`config.mk`:
```
export PLATFORM = sky130hd
export DESIGN_NAME = reg_file_2r1w
export DESIGN_NICKNAME = d
export VERILOG_FILES = /design/src/rtl/reg_file_2r1w.sv
export SDC_FILE = /design/constraint.sdc
export NUM_CORES = 2
export LEC_CHECK = 0
export CAP_MARGIN = 0
export CELL_PAD_IN_SITES_DETAIL_PLACEMENT = 1
export CELL_PAD_IN_SITES_GLOBAL_PLACEMENT = 1
export CORE_MARGIN = 8
export CORE_UTILIZATION = 30
export DETAILED_ROUTE_END_ITERATION = 8
export PLACE_DENSITY = 0.58
export SLEW_MARGIN = 20
export SYNTH_ARGS = -nofsm -noshare
export SYNTH_HDL_FRONTEND = slang
export SYNTH_SLANG_ARGS = --single-unit
```
`constraint.sdc`:
```
create_clock -name clk -period 11.8 [get_ports clk]
set_input_delay 3.54 -clock clk [delete_from_list [all_inputs] [get_ports clk]]
set_output_delay 3.54 -clock clk [all_outputs]
set_load 0.02 [all_outputs]
```
`src/rtl/reg_file_2r1w.sv`:
```
// Two-read, one-write register file; register 0 reads as zero and has no storage.
// Optional write-to-read bypass enabled by defining REG_FILE_BYPASS_EN.
module reg_file_2r1w #(
  parameter int DATA_W = 32,
  parameter int ADDR_W = 5
) (
  input  logic              clk,
  input  logic              rst,
  input  logic              we,
  input  logic [ADDR_W-1:0] waddr,
  input  logic [DATA_W-1:0] wdata,
  input  logic [ADDR_W-1:0] raddr_a,
  output logic [DATA_W-1:0] rdata_a,
  input  logic [ADDR_W-1:0] raddr_b,
  output logic [DATA_W-1:0] rdata_b
);

  localparam int DEPTH = 1 << ADDR_W;

  logic [DATA_W-1:0] mem [1:DEPTH-1];
  logic              wr_en;

  assign wr_en = we && (waddr != '0);

  // Reset wins over a concurrent write; entry 0 is never stored.
  always_ff @(posedge clk) begin
    if (rst) begin
      for (int i = 1; i < DEPTH; i++) begin
        mem[i] <= '0;
      end
    end else if (wr_en) begin
      mem[waddr] <= wdata;
    end
  end

  always_comb begin
    rdata_a = '0;
    if (raddr_a != '0) begin
      rdata_a = mem[raddr_a];
`ifdef REG_FILE_BYPASS_EN
      // Bypass deliberately ignores rst: a matching read sees wdata even in a reset cycle.
      if (wr_en && (raddr_a == waddr)) begin
        rdata_a = wdata;
      end
`endif
    end
  end

  always_comb begin
    rdata_b = '0;
    if (raddr_b != '0) begin
      rdata_b = mem[raddr_b];
`ifdef REG_FILE_BYPASS_EN
      if (wr_en && (raddr_b == waddr)) begin
        rdata_b = wdata;
      end
`endif
    end
  end

endmodule

```
==> impl_metrics.json <==
{
  "top_register": "mem",
  "dieArea_mm2": 0.195,
  "end_kind": "output port",
  "nets": 3590,
  "power.leakage_nw": 20.8,
  "largest_reg_flops": 1024,
  "path_buf_inv": 4,
  "post-place-ws_ns": 0.976,
  "crit_slowest_cell": "nand3_1",
  "port_buffers": 113,
  "crit_path_start_kind": "input pin",
  "slowest_delay_ns": 0.75,
  "place_area_mm2": 0.0583,
  "syn-cell-area_mm2": 0.0542,
  "synth_area_per_cell_um2": 15.5,
  "fillers": 18287,
  "cts_buffer_depth": 3,
  "crit_path_cell_trace": "clkdlybuf4s50_1 > clkinv_1 > nand3_1 > buf_4 > o22ai_1 > nor3_1 > clkdlybuf4s50_1",
  "crit_family": "buffers and inverters",
  "fmax_mhz": 91.5,
  "synth_edf_count": 1024,
  "crit_required_ns": 8.26,
  "synth_top_area_cell": "edfxtp_1",
  "grt_pass1_vias": 35822,
  "cell_internal_pwr_mw": 6.67,
  "ant_nets": 0,
  "swShare_pct": 26.1,
  "viasPerCell": 5.61,
  "setup_slack_ns": 0.870,
  "postCtsHoldBufs": 0,
  "async_flop_share_pct": 0,
  "cts_max_level": 3,
  "path_clk_slew_ns": 0.06,
  "worstSetupPathType": "input pin to output port",
  "coreArea_mm2": 0.180,
  "synth.distinct_cells": 43,
  "post_cts_buffers": 0,
  "cts_buffers": 116,
  "finalInstanceArea_mm2": 0.0620,
  "grt_pass1_wl_mm": 286,
  "vias": 33754,
  "post_drt_wl_per_cell_um": 34.3,
  "yosysMostFrequentCell": "edfxtp_1",
  "rows": 156,
  "grt_usage_pct": 20.8,
  "synth-seq-cells": 1024,
  "hold_ws_ns": 3.31,
  "power-per-cell-area_mw_per_mm2": 146,
  "routed_wirelength_mm": 206,
  "hp-class": "input pin to flop",
  "first_pass_iters": 7,
  "layout_min_cycle_time_ns": 10.93,
  "worst_path_most_repeated_cell": "clkdlybuf4s50_1",
  "grt_max_degree": 85,
  "min_path_cells": 1,
  "p_sw_mw": 2.35,
  "rsz0062_at_grt": "false",
  "max-vdd-ir-drop_v": 0.000125,
  "synth_top_area_share_pct": 56.7,
  "largest_registers": "mem (1024)",
  "synth_common_cells": "1024 x edfxtp_1, 995 x and2_1, 472 x mux4_2, 264 x clkbuf_1, 150 x mux2i_1",
  "initial_core_util_pct": 30.1,
  "power_mw": 9.03,
  "layout-drive-gt1-share_pct": 25.3,
  "dp_cells": 5792,
  "finalSetupViolCount": 0,
  "final_util_pct": 34.4,
  "max_cap_viol_count": 0,
  "slew_violations": 0,
  "drt-initial-drc-count": 3748,
  "cts_root_buf": "clkbuf_16",
  "ys_top_cells_by_area": "edfxtp_1 57%, mux4_2 20%, and2_1 11%",
  "crit_cells": 7,
  "grt_overflow_total": 0,
  "max_slew.worst_pin.slew_ns": 1.17,
  "yosysSeqAreaShare_pct": 56.7,
  "die_h_um": 441,
  "die_width_um": 441,
  "tns_ns": 0,
  "pin_count": 114,
  "p_seq_share_pct": 47.8,
  "layout.cells.non_filler": 6013,
  "synth_cells": 3500,
  "cp_data_arrival_time_ns": 7.39,
  "cts.sinks": 1024,
  "slew_headroom_pct": 21.4,
  "grt_antenna_before_repair": 23,
  "status": "finished clean",
  "ctsResizeCount": 0,
  "gp_congestion": 0.807,
  "dpl.hpwl_mm": 126,
  "clock_power_share_pct": 39.4,
  "drc": 0,
  "p_comb_share_pct": 12.9,
  "cts_tree": "yes",
  "syn_to_final_growth_pct": 14.3,
  "yosysWarningCount": 0,
  "fin_crit_sh_pct": 92.6,
  "ys.flop_type": "edfxtp_1",
  "hold_viol_final": 0,
  "crit_fanout": 13
}
-- area by class of cell --
class / count / area (um2) / share of cell area (%)
inverter: 2 / 7.51 / 0.0121
multi-input combinational: 2121 / 22100 / 35.6
tap: 2370 / 2970 / 4.79
timing repair buffer: 275 / 2500 / 4.04
clock inverter: 65 / 586 / 0.945
sequential: 1024 / 30700 / 49.6
clock buffer: 146 / 3060 / 4.93
antenna: 10 / 25.0 / 0.0404
-- cells in the final DEF, fill, tap and decap left out, types with 4 or more instances in the layout --
cell type	synthesis	final
a2111oi_0	14	13
a2111oi_1	41	42
a211oi_1	7	7
a21oi_1	12	12
a221oi_1	4	4
a22o_1	51	51
a22oi_1	16	16
a32o_1	4	4
and2_1	995	994
buf_12	0	19
buf_2	51	21
buf_4	37	143
bufinv_16	0	7
clkbuf_1	264	28
clkbuf_16	0	118
clkdlybuf4s50_1	0	86
clkinv_1	0	30
clkinv_2	0	16
clkinvlp_4	0	4
conb_1	1	32
diode_2	0	10
edfxtp_1	1024	1024
mux2_2	30	30
mux2i_1	150	150
mux4_2	472	472
nand2_1	8	8
nand2b_1	6	6
nand3_1	5	5
nand3b_1	5	5
nor2_1	36	4
nor2_4	0	32
nor2b_1	14	12
nor3_1	54	54
nor4_1	6	5
o21ai_1	4	4
o22ai_1	103	103
or2_2	31	31
or3b_2	4	4
-- layer usage --
metal | up-vias | GRT usage [%] | wire length, um
met5 | - | 0 | 27
met2 | 1378 | 34.9 | 100000
li1 | 13658 | - | -
met4 | 4 | 7.97 | 8940
met1 | 18358 | 27.4 | 84000
met3 | 356 | 2.88 | 13000
-- kinds of logic (layout without fill, tap and decap cells) --
logic type | Yosys count | after routing | synth area share, %
muxes | 652 | 652 | 23.0
AOI/OAI and AO/OA | 259 | 259 | 3.65
other | 1 | 42 | 0.00692
DFF | 1024 | 1024 | 56.7
buffers and inverters | 386 | 488 | 3.31
and+or+nand+nor | 1178 | 1178 | 13.3
-- power groups by stage --
stage | Clock (mW) | Combinational [mW] | Sequential, mW
detailed placement | 0 | 1.17 | 4.39
finish | 3.55 | 1.16 | 4.31
CTS | 3.62 | 1.18 | 4.31
global route | 3.73 | 1.20 | 4.33
global placement | 0 | 1.17 | 4.38
floorplan | 0 | 0.685 | 4.33
-- final timing paths --
path	startpoint	endpoint	slack, ns
max	raddr_b[4]	rdata_b[15]	0.87
min	wdata[6]	mem[0][6]	3.31
Note: power is estimated with default switching activity, not from simulation.
